File: config.mk
export PLATFORM = sky130hd
export DESIGN_NAME = pal_cfg_loader
export DESIGN_NICKNAME = d
export VERILOG_FILES = /design/src/rtl/pal_cfg_loader.sv
export SDC_FILE = /design/constraint.sdc
export NUM_CORES = 1
export LEC_CHECK = 0
export BUFFER_PORTS_ARGS = -buffer_cell sky130_fd_sc_hd__buf_2
export CAP_MARGIN = 20
export CORE_MARGIN = 3
export CORE_UTILIZATION = 48
export CTS_CLUSTER_DIAMETER = 50
export DETAILED_ROUTE_END_ITERATION = 10
export PLACE_DENSITY_LB_ADDON = 0.2
export SYNTH_ARGS = -nofsm -noshare
export SYNTH_HDL_FRONTEND = slang
export SYNTH_SLANG_ARGS = --single-unit
File: constraint.sdc
create_clock -name CLK -period 1.2 [get_ports CLK]
set_input_delay 0.24 -clock CLK [delete_from_list [all_inputs] [get_ports CLK]]
set_output_delay 0.24 -clock CLK [all_outputs]
set_load 0.05 [all_outputs]
File: src/rtl/pal_cfg_loader.sv
// Serial configuration loader for the PAL fabric: byte-wide bitstream in, LSB-first CLK/CFG pulses out.
// Optional macro PAL_CFG_LOADER_CHECKSUM_EN adds a trailing XOR checksum byte and drives ERR.
//
// state   | meaning
// IDLE    | waiting for START after reset
// FETCH   | DIN_READY high, waiting for the next byte
// SETUP   | present next bit on PAL_CFG with PAL_CLK low
// HIGH    | raise PAL_CLK, consume the bit
// DONE    | all bits shifted, DONE held until START
module pal_cfg_loader #(
    parameter int N = 4,
    parameter int M = 1,
    parameter int P = 3
) (
    input  logic       CLK,
    input  logic       RST,
    input  logic       START,
    input  logic [7:0] DIN,
    input  logic       DIN_VALID,
    output logic       DIN_READY,
    output logic       PAL_CLK,
    output logic       PAL_CFG,
    output logic       BUSY,
    output logic       DONE,
    output logic       ERR
);
    localparam int LEN = 2 * N * P + P * M;
    localparam int CW = ($clog2(LEN + 1) < 3) ? 3 : $clog2(LEN + 1);
    localparam logic [CW-1:0] LAST = CW'(LEN - 1);

    typedef enum logic [2:0] {
        S_IDLE,
        S_FETCH,
        S_SETUP,
        S_HIGH,
        S_DONE
    } state_t;

    state_t state, state_nxt;
    logic [7:0]    shift;
    logic [CW-1:0] bit_cnt;
    logic          pal_clk, pal_cfg, busy, done;
    logic          take, last_bit, restart;

    assign DIN_READY = (state == S_FETCH);
    assign take      = DIN_READY && DIN_VALID;
    assign last_bit  = (bit_cnt == LAST);
    assign restart   = ((state == S_IDLE) || (state == S_DONE)) && START;

`ifdef PAL_CFG_LOADER_CHECKSUM_EN
    localparam bit CHK_EN = 1'b1;
    logic       chk_phase;
    logic [7:0] csum;
    logic       err;

    // Checksum covers every delivered data byte, including bits never shifted out.
    always_ff @(posedge CLK) begin
        if (RST) begin
            chk_phase <= 1'b0;
            csum      <= '0;
            err       <= 1'b0;
        end else if (restart) begin
            chk_phase <= 1'b0;
            csum      <= '0;
            err       <= 1'b0;
        end else if (state == S_HIGH && last_bit) begin
            chk_phase <= 1'b1;
        end else if (take) begin
            if (chk_phase) err <= (DIN != csum);
            else csum <= csum ^ DIN;
        end
    end
    assign ERR = err;
`else
    localparam bit CHK_EN = 1'b0;
    logic chk_phase;
    assign chk_phase = 1'b0;
    assign ERR       = 1'b0;
`endif

    always_comb begin
        state_nxt = state;
        case (state)
            S_IDLE:  if (START) state_nxt = S_FETCH;
            S_FETCH: if (DIN_VALID) state_nxt = chk_phase ? S_DONE : S_SETUP;
            S_SETUP: state_nxt = S_HIGH;
            S_HIGH: begin
                if (last_bit) state_nxt = CHK_EN ? S_FETCH : S_DONE;
                else if (bit_cnt[2:0] == 3'd7) state_nxt = S_FETCH;
                else state_nxt = S_SETUP;
            end
            S_DONE:  if (START) state_nxt = S_FETCH;
            default: state_nxt = S_IDLE;
        endcase
    end

    // Outputs are registered from the current state so PAL_CLK can never glitch.
    always_ff @(posedge CLK) begin
        if (RST) begin
            state   <= S_IDLE;
            shift   <= '0;
            bit_cnt <= '0;
            pal_clk <= 1'b0;
            pal_cfg <= 1'b0;
            busy    <= 1'b0;
            done    <= 1'b0;
        end else begin
            state   <= state_nxt;
            pal_clk <= (state == S_HIGH);
            busy    <= (state != S_IDLE) && (state != S_DONE);
            done    <= (state == S_DONE) && !START;
            if (restart) bit_cnt <= '0;
            if (take && !chk_phase) shift <= DIN;
            if (state == S_SETUP) pal_cfg <= shift[0];
            if (state == S_HIGH) begin
                shift   <= shift >> 1;
                bit_cnt <= bit_cnt + 1'b1;
            end
        end
    end

    assign PAL_CLK = pal_clk;
    assign PAL_CFG = pal_cfg;
    assign BUSY    = busy;
    assign DONE    = done;
endmodule

==> run_results.csv, run 1 <==
group,metric,value,unit
run_status,status,"finished with violations",
run_status,violations,"setup timing",
synthesis,yosysSeqAreaShare,40.0,%
drt,firstDrtPassIters,4,
critical_path,cp-end-kind,"output pin",
floorplan,die_width,51.7,um
drt,post_drt_wl_per_cell,14.4,um
timing,setup_viol_count_final,12,
timing,fin_ws,-0.203,ns
critical_path,cp_slowest_cell,"dfxtp_4",
floorplan,core_area,1840,um2
clock_tree,cts_tree,"yes",
synthesis,avgSynthCellArea,8.87,um2
synthesis,yosys_warnings,0,
placement,gp_congestion,0.828,
critical_path,crit_path_frequent_cell,"buf_6",
critical_path,worstPathArrival,1.16,ns
synthesis,synth_seq_cells,20,
cells_and_area,nNetsFinal,159,
synthesis,yosys.area.top_type_share,40.0,%
floorplan,rows,15,
drt,avgViaCountPerCell,5.60,
critical_path,crit_path_cell_trace,"buf_6 -> nor3b_4 -> buf_6",
synthesis,synth_nets,128,
worst_hold_path,hp-class,"in -> reg",
synthesis,synth_common_cells,"dfxtp_1 (20), nand2_1 (20), a21oi_1 (12)",
drt,drc,0,
floorplan,ios,18,
cells_and_area,fin_area,1410,um2
timing,final_hold_viol_count,0,
drt,vias,941,
placement,pre_cts_ws,-0.101,ns
drt,postRouteAntennaNets,0,
critical_path,crit_path_start_kind,"register",
global_route,gr-total-overflow,0,
clock_tree,cts_sinks,20,
cells_and_area,layout.cells.non_filler,168,
global_route,grt_first_pass_wirelength,3660,um
timing,timing.final.crit_share,117,%
flow_run,cap_violations,0,
timing,fmax,713,MHz
pwr,irDropWorstVdd,1400,uV
timing,clock_skew,0.0108,ns
cells_and_area,syn_to_final_growth,40.2,%
global_route,grt_antenna_before_repair,0,
critical_path,crit_fanout,2,
floorplan,die_y,51.7,um
pwr,cellLeakagePower,0.000546,uW
clock_tree,cts_made_buffers,3,
cells_and_area,fillers,137,
critical_path,cpPeakStageDelay,0.37,ns
synthesis,yosysTopAreaCell,"dfxtp_1",
placement,place_hpwl,1600,um
pwr,p_per_area,1310,nW/um2
cells_and_area,diodes,0,
placement,placed_cell_area,1190,um2
drt,drt_iter0_markers,19,
clock_tree,clock-root-buffer,"clkbuf_4",
clock_tree,insertion_delay,0.32,ns
synthesis,syn_area,1000,um2
synthesis,synthArstFlopShare,0,%
synthesis,synthCells,113,
synthesis,synth_flop_cell,"dfxtp_1",
cells_and_area,drive_gt1_share,47.6,%
drt,wirelength,2420,um
floorplan,initial_core_util,54.5,%
floorplan,die-area,2670,um2
global_route,grt_max_degree,13,
clock_tree,htree_num_levels,1,
timing,rsz0062_at_grt,"yes",
global_route,grt_usage,18.3,%
synthesis,synth.area.top_cells,"dfxtp_1 (40%), a311oi_2 (9.0%), nand2_1 (7.5%)",
clock_tree,clk_path_buf_depth,2,
placement,numPortBuffers,16,
clock_tree,clk_pin_slew,0.12,ns
placement,dp_cells,160,
global_route,grt_pass1_vias,831,
synthesis,synth_edf_count,0,
timing,timing.hold.ws,0.170,ns
synthesis,synthDistinctLibCells,32,
cells_and_area,final_core_util,76.4,%
critical_path,cp_data_required_time,0.96,ns
timing,min_period,1.40,ns
timing,slew_viol_final,0,
critical_path,crit_type,"reg -> out",
repair_timing:
action | in CTS | in global routing
setup endpoints to repair | 14 | 18
hold buffers | 0 | 0
gates resized for setup | 9 | 28
buffers inserted | 2 | 2
gates cloned | 0 | 2
pin swaps | 3 | 13
layout by cell type, fill, tap and decap left out, drive strengths merged:
cell | Yosys | layout
buf | 7 | 34
nand2 | 20 | 20
dfxtp | 20 | 20
a21oi | 12 | 12
a311oi | 9 | 9
nand3 | 6 | 6
nor2 | 6 | 6
nand2b | 5 | 5
ha | 3 | 3
clkbuf | 2 | 3
nand3b | 2 | 2
or3b | 2 | 2
a41oi | 2 | 2
nand4b | 2 | 2
o21ai | 2 | 2
and3b | 1 | 2
or2 | 2 | 2
inv | 1 | 1
nor3b | 1 | 1
nor2b | 1 | 1
mux2 | 1 | 1
a211oi | 1 | 1
and3 | 1 | 1
nor3 | 1 | 1
a21o | 1 | 1
a31oi | 1 | 1
conb | 1 | 1
bufinv | 0 | 1
per-layer routing:
| metal | track usage (%) | wire, um |
|---|---|---|
| met1 | 21.6 | 1080 |
| met2 | 31.4 | 1220 |
| met3 | 6.02 | 106 |
| met4 | 5.24 | 22 |
| met5 | 0 | 0 |
through the flow:
step | power, uW | setup TNS (ns)
floorplan | 1100 | -0.169
global route | 1940 | -1.65
detailed placement | 1230 | -0.309
global placement | 1220 | -0.0797
finish | 1850 | -0.732
CTS | 1810 | -1.18
area by class of cell:
class	instances	area (um2)	share of cell area (%)
Sequential cell	20	417	29.7
Timing Repair Buffer	34	256	18.3
Clock inverter	1	30.0	2.14
Multi-Input combinational cell	84	642	45.7
Clock buffer	3	22.5	1.60
Tap cell	25	31.3	2.23
Inverter	1	6.26	0.445
registers in the layout (all words and copies together) (netlist names):
name / count
DONE: 1
PAL_CFG: 1
state: 3
BUSY: 1
shift: 8
bit_cnt: 5
PAL_CLK: 1
critical path: cells and delay by family, from the launching register on:
kind / cells / cell delay [ns]
flip-flops: 1 / 0.37
AND/OR/NAND/NOR: 1 / 0.19
buffers and inverters: 2 / 0.29
where the power goes:
group          total [uW]  internal (uW)  switching (uW)
Sequential            786            721            65.4
Clock                 562            338             224
Combinational         498            233             265
Total                1850           1290             554
path summary, 6_finish.rpt:
kind / cells after the start / from / slack, ns / end
worst min-delay path: 3 / DIN[7] / 0.17 / shift[7]
worst min register to register: 2 / PAL_CFG / 0.48 / PAL_CFG
worst max-delay path: 3 / state[2] / -0.20 / DIN_READY
worst max register to register: 4 / state[2] / -0.12 / bit_cnt[3]
logic make-up after synthesis:
family | Yosys count | synth area share, %
fa+ha+maj | 3 | 3.75
other cells | 1 | 0.374
flops | 20 | 39.9
buf+inv | 10 | 5.74
mux | 1 | 1.12
simple gates | 50 | 26.6
compound gates | 28 | 22.5
Note: power is estimated with default switching activity, not from simulation.
==> run 2, diff against run 1 <==
ABC_CLOCK_PERIOD_IN_PS = 1200   (was default)
CELL_PAD_IN_SITES_DETAIL_PLACEMENT = 0   (was default)
CELL_PAD_IN_SITES_GLOBAL_PLACEMENT = 2   (was default)
CORE_UTILIZATION = 29   (was 48)
==> run 2 against run 1 <==
  * Global-route usage is 6.0 points lower
  * Critical endpoint unchanged
  * The run still ends with setup timing left
  * Clock skew is 0.0057 ns lower
  * Sequential power hardly changed
  * Critical path depth stayed put
  * Utilization is 32 points lower
  * Sequential share of layout area is 0.21 points higher
  * Critical path type unchanged
==> run_results.csv, run 2 (synthesized netlist as in run 1, its figures left out) <==
group,metric,value,unit
cells_and_area,reg_top3,"shift (8), bit_cnt (5), state (3)",
placement,place_hpwl,1680,um
timing,rsz0062_at_grt,"yes",
drt,routed-wl-met3,93,um
timing,fmax,720,MHz
worst_hold_path,hold_depth,3,
pwr,total_power,1670,uW
cells_and_area,fin_area,1400,um2
critical_path,crit_fanout,3,
global_route,grt_antenna_before_repair,0,
critical_path,path_delay_family,"flip-flops",
timing,timing.final.crit_share,116,%
drt,drc,0,
clock_tree,cts_made_buffers,3,
flow_run,cap_violations,0,
clock_tree,htree_num_levels,1,
cells_and_area,seq_area,417,um2
clock_tree,clock-root-buffer,"clkbuf_4",
drt,highest_layer,"met4",
drt,firstDrtPassIters,3,
cells_and_area,syn_to_final_growth,39.2,%
cells_and_area,drive_gt1_share,48.3,%
cells_and_area,final_core_util,43.9,%
pwr,sw_frac_of_total,32.3,%
global_route,gr-total-overflow,0,
floorplan,initial_core_util,31.5,%
critical_path,cp_data_required_time,0.96,ns
drt,postRouteAntennaNets,0,
drt,avgViaCountPerCell,4.85,
pwr,irDropWorstVdd,456,uV
floorplan,die-area,4200,um2
worst_hold_path,hp-class,"in -> reg",
cells_and_area,nNetsFinal,161,
timing,setup_viol_count_final,11,
timing,clock_skew,0.00510,ns
timing,fin_ws,-0.190,ns
cells_and_area,largest_register_ff_count,8,
floorplan,die_width,64.8,um
global_route,grt_first_pass_wirelength,4080,um
drt,drt_iter0_markers,27,
pwr,p_per_area,1200,nW/um2
floorplan,rows,20,
cells_and_area,mostFrequentLayoutCells,"nand2_1 (16), buf_4 (16), dfxtp_1 (15), buf_2 (15), a21oi_1 (11)",
worst_hold_path,holdPathEnd,"shift[7]",
drt,wl_met2,1100,um
drt,post_drt_wl_per_cell,13.0,um
clock_tree,postCtsHoldBufs,0,
critical_path,reg2reg_slack,-0.10,ns
floorplan,die_y,64.8,um
critical_path,cp-end-kind,"output pin",
placement,numPortBuffers,16,
pwr,power.clock.fraction,24.2,%
placement,pre_cts_ws,-0.120,ns
global_route,grt_max_degree,14,
placement,gp_congestion,0.698,
clock_tree,clk_path_buf_depth,2,
floorplan,ios,18,
placement,placed_cell_area,1220,um2
cells_and_area,regMostFlops,"shift",
critical_path,crit_path_start_kind,"register",
pwr,p_switching,539,uW
timing,slew_viol_final,0,
drt,wirelength,2460,um
clock_tree,insertion_delay,0.30,ns
clock_tree,cts_tree,"yes",
floorplan,core_area,3180,um2
critical_path,crit_path_frequent_cell,"buf_6",
cells_and_area,diodes,0,
run_status,violations,"setup timing",
run_status,status,"finished with violations",
critical_path,cpPeakStageDelay,0.37,ns
timing,final_hold_viol_count,0,
critical_path,crit_path_cell_trace,"buf_6 -> nor3b_4 -> buf_6",
clock_tree,cts_sinks,20,
critical_path,r2r_start,"state[2]",
critical_path,r2r_end,"bit_cnt[1]",
critical_path,worstPathBufferInverterCount,2,
critical_path,reg2regPathDepth,6,
critical_path,crit_type,"reg -> out",
pwr,pwr-share-seq,46.9,%
pwr,cellLeakagePower,0.000542,uW
critical_path,cp_slowest_cell,"dfxtp_4",
cells_and_area,fillers,327,
global_route,grt_usage,12.3,%
worst_hold_path,hold_start,"DIN[7]",
cells_and_area,multiInputGateArea,623,um2
drt,m1WireLength,1240,um
global_route,grt_pass1_vias,890,
pwr,combPwrFrac,28.9,%
pwr,p_int,1130,uW
drt,vias,916,
timing,min_period,1.39,ns
clock_tree,clk_pin_slew,0.12,ns
critical_path,worstPathArrival,1.15,ns
run 2: worst max path at each step:
stage               startpoint          to  slack (ns)  cells after the start
floorplan             state[1]    shift[7]        -0.1                      4
global placement      state[0]  bit_cnt[3]       -0.06                      3
detailed placement    state[0]  bit_cnt[4]       -0.12                      3
CTS                   state[2]   DIN_READY       -0.23                      3
global route          state[2]   DIN_READY       -0.25                      3
finish                state[2]   DIN_READY       -0.19                      3
run 2: power groups by stage:
| stage | Clock, uW | Sequential, uW | Combinational [uW] |
|---|---|---|---|
| 2_1_floorplan | 0 | 787 | 308 |
| 3_3_place_gp | 0 | 788 | 440 |
| 3_5_place_dp | 0 | 790 | 445 |
| 4_1_cts | 418 | 775 | 471 |
| 5_1_grt | 450 | 792 | 533 |
| 6_report | 404 | 783 | 483 |
run 2: repair_timing:
item	in CTS	in global routing
resized for setup	11	18
cloned	0	1
buffers inserted	2	5
pin swaps	1	14
hold endpoints to repair	0	0
setup endpoints to repair	15	18
run 2: layout make-up:
cell class | count | area share [%]
Clock buffer | 4 | 2.60
Inverter | 1 | 0.269
Timing Repair Buffer | 36 | 18.7
Multi-Input combinational cell | 84 | 44.7
Sequential cell | 20 | 29.9
Tap cell | 44 | 3.95
run 2: per-layer routing:
layer  vias up  GRT usage [%]
met5         -              0
met4         0           4.75
met3         4           2.77
met2        15           18.9
met1       432           16.7
li1        465              -
run 2: worst reg2reg max path, delay by kind of cell (launching register included):
kind            cells  cell delay [ns]
buf+inv             3             0.35
compound gates      1             0.11
flops               1             0.37
simple gates        2             0.41
run 2: metrics by stage:
stage,instances,hold slack (ns),TNS [ns]
4_1_cts,185,0.182,-1.57
3_5_place_dp,179,0.481,-0.670
2_1_floorplan,113,0.402,-0.169
6_report,189,0.187,-0.697
5_1_grt,189,0.182,-1.52
3_3_place_gp,179,0.464,-0.133
==> run 3, diff against run 2 <==
SKIP_CTS_REPAIR_TIMING = 1   (was default)
==> run 3 against run 2 <==
  * The flow still finishes with violations (setup timing)
  * Utilization rose by 0.12 points
  * Via count fell by 0.76%
  * Clock skew fell by 0.0023 ns
  * First-iteration DRC count rose by 26%
  * Power barely moved
  * Hold slack improved by 0.00097 ns
  * Design area rose by 0.27%
  * Non-clock buffer count did not move
  * Register-to-register slack got worse by 0.10 ns
  * Count of clock-buffer cells in the layout did not move
  * Routed wire length rose by 1.4%
  * Combinational power barely moved
  * Critical endpoint unchanged
  * Highest routed layer unchanged
==> run_results.csv, run 3 (synthesized netlist as in run 1, its figures left out) <==
group,metric,value,unit
cells_and_area,mostFrequentLayoutCells,"buf_4 (16), dfxtp_1 (15), buf_2 (15)",
critical_path,worstPathArrival,1.20,ns
timing,rsz0062_at_grt,"yes",
timing,timing.final.crit_share,120,%
critical_path,cp.depth,3,
timing,setup_viol_count_final,14,
global_route,grt_pass1_vias,880,
worst_hold_path,hp-class,"in -> reg",
floorplan,die_width,64.8,um
drt,postRouteAntennaNets,0,
critical_path,reg2reg_slack,-0.20,ns
cells_and_area,diodes,0,
critical_path,cpPeakStageDelay,0.38,ns
floorplan,die-area,4200,um2
drt,drt_iter0_markers,34,
timing,fin_ws,-0.239,ns
cells_and_area,fillers,335,
floorplan,ios,18,
critical_path,worstPathBufferInverterCount,2,
critical_path,r2r_end,"bit_cnt[4]",
cells_and_area,syn_to_final_growth,39.6,%
critical_path,path_delay_family,"flip-flops",
cells_and_area,fin_area,1400,um2
timing,min_period,1.44,ns
placement,place_hpwl,1680,um
placement,gp_congestion,0.698,
drt,vias,909,
placement,pre_cts_ws,-0.120,ns
clock_tree,insertion_delay,0.30,ns
pwr,irDropWorstVdd,421,uV
critical_path,reg2regPathDepth,5,
drt,wirelength,2500,um
timing,fmax,695,MHz
cells_and_area,drive_gt1_share,50.3,%
cells_and_area,final_core_util,44.0,%
worst_hold_path,hold_depth,3,
global_route,gr-total-overflow,0,
placement,dp_cells,179,
clock_tree,htree_num_levels,1,
critical_path,crit_type,"reg -> out",
critical_path,crit_fanout,5,
critical_path,endpoint,"DIN_READY",
drt,post_drt_wl_per_cell,13.2,um
critical_path,r2r_start,"state[2]",
cells_and_area,nNetsFinal,161,
cells_and_area,layout.cells.non_filler,189,
timing,final_hold_viol_count,0,
critical_path,cp_data_required_time,0.96,ns
drt,avgViaCountPerCell,4.81,
global_route,grt_first_pass_wirelength,4040,um
run_status,violations,"setup timing",
cells_and_area,layout_commonest_cell,"buf_4",
cells_and_area,largest_register_ff_count,8,
critical_path,crit_start,"state[2]",
placement,placed_cell_area,1220,um2
flow_run,cap_violations,0,
critical_path,cp_slowest_cell,"dfxtp_4",
timing,slew_viol_final,0,
critical_path,crit_path_cell_trace,"buf_6 -> nor3b_4 -> buf_6",
clock_tree,clk_path_buf_depth,2,
floorplan,initial_core_util,31.5,%
pwr,p_per_area,1190,nW/um2
floorplan,rows,20,
cells_and_area,reg_top3,"shift (8), bit_cnt (5), state (3)",
drt,firstDrtPassIters,4,
cells_and_area,regMostFlops,"shift",
global_route,grt_usage,12.2,%
drt,drc,0,
placement,numPortBuffers,16,
floorplan,core_area,3180,um2
clock_tree,cts_sinks,20,
clock_tree,clk_pin_slew,0.12,ns
critical_path,cp-end-kind,"output pin",
critical_path,crit_path_frequent_cell,"buf_6",
critical_path,crit_path_start_kind,"register",
floorplan,die_y,64.8,um
timing,finalSetupTns,-1.76,ns
pwr,cellLeakagePower,0.000546,uW
clock_tree,cts_tree,"yes",
clock_tree,cts_made_buffers,3,
global_route,grt_antenna_before_repair,0,
clock_tree,clock-root-buffer,"clkbuf_4",
global_route,grt_max_degree,14,
timing,clock_skew,0.00276,ns
run_status,status,"finished with violations",
## run 3: how the worst min path moves through the flow
stage / start / slack (ns) / to
global placement: PAL_CFG / 0.46 / PAL_CFG
floorplan: DIN_VALID / 0.40 / shift[7]
detailed placement: bit_cnt[4] / 0.48 / bit_cnt[4]
finish: DIN[7] / 0.19 / shift[7]
CTS: DIN[7] / 0.18 / shift[7]
global route: DIN[7] / 0.18 / shift[7]
## run 3: metal layers
layer | up-vias | global-route usage [%] | routed length (um)
met5 | - | 0 | 0
met4 | 0 | 4.75 | 25
met3 | 4 | 2.77 | 94
met2 | 15 | 18.5 | 1070
met1 | 424 | 16.6 | 1300
li1 | 466 | - | -
## run 3: cell type report
type                       count  area [um2]  share of cell area (%)
multi-input combinational     84         627                    44.8
sequential                    20         417                    29.8
timing repair buffer          36         260                    18.6
tap                           44        55.1                    3.94
clock buffer                   4        36.3                    2.59
inverter                       1        3.75                   0.268
## run 3: metrics by stage
step                      total power (uW)  hold slack (ns)
after detailed placement              1230            0.481
final                                 1670            0.188
after floorplan                       1100            0.402
after global placement                1230            0.464
after CTS                             1640            0.182
after global routing                  1780            0.182
## run 3: where the power goes
part | internal, uW | leakage [uW] | switching [uW]
Combinational | 225 | 0.000359 | 259
Clock | 185 | 0.0000210 | 218
Sequential | 720 | 0.000166 | 64.5
Total | 1130 | 0.000546 | 542
## run 3: worst reg2reg max path: stages, from the launching register on
cell,delay [ns]
dfxtp_4,0.38
buf_4,0.14
buf_6,0.11
and3b_4,0.35
a41oi_2,0.13
a311oi_1,0.20
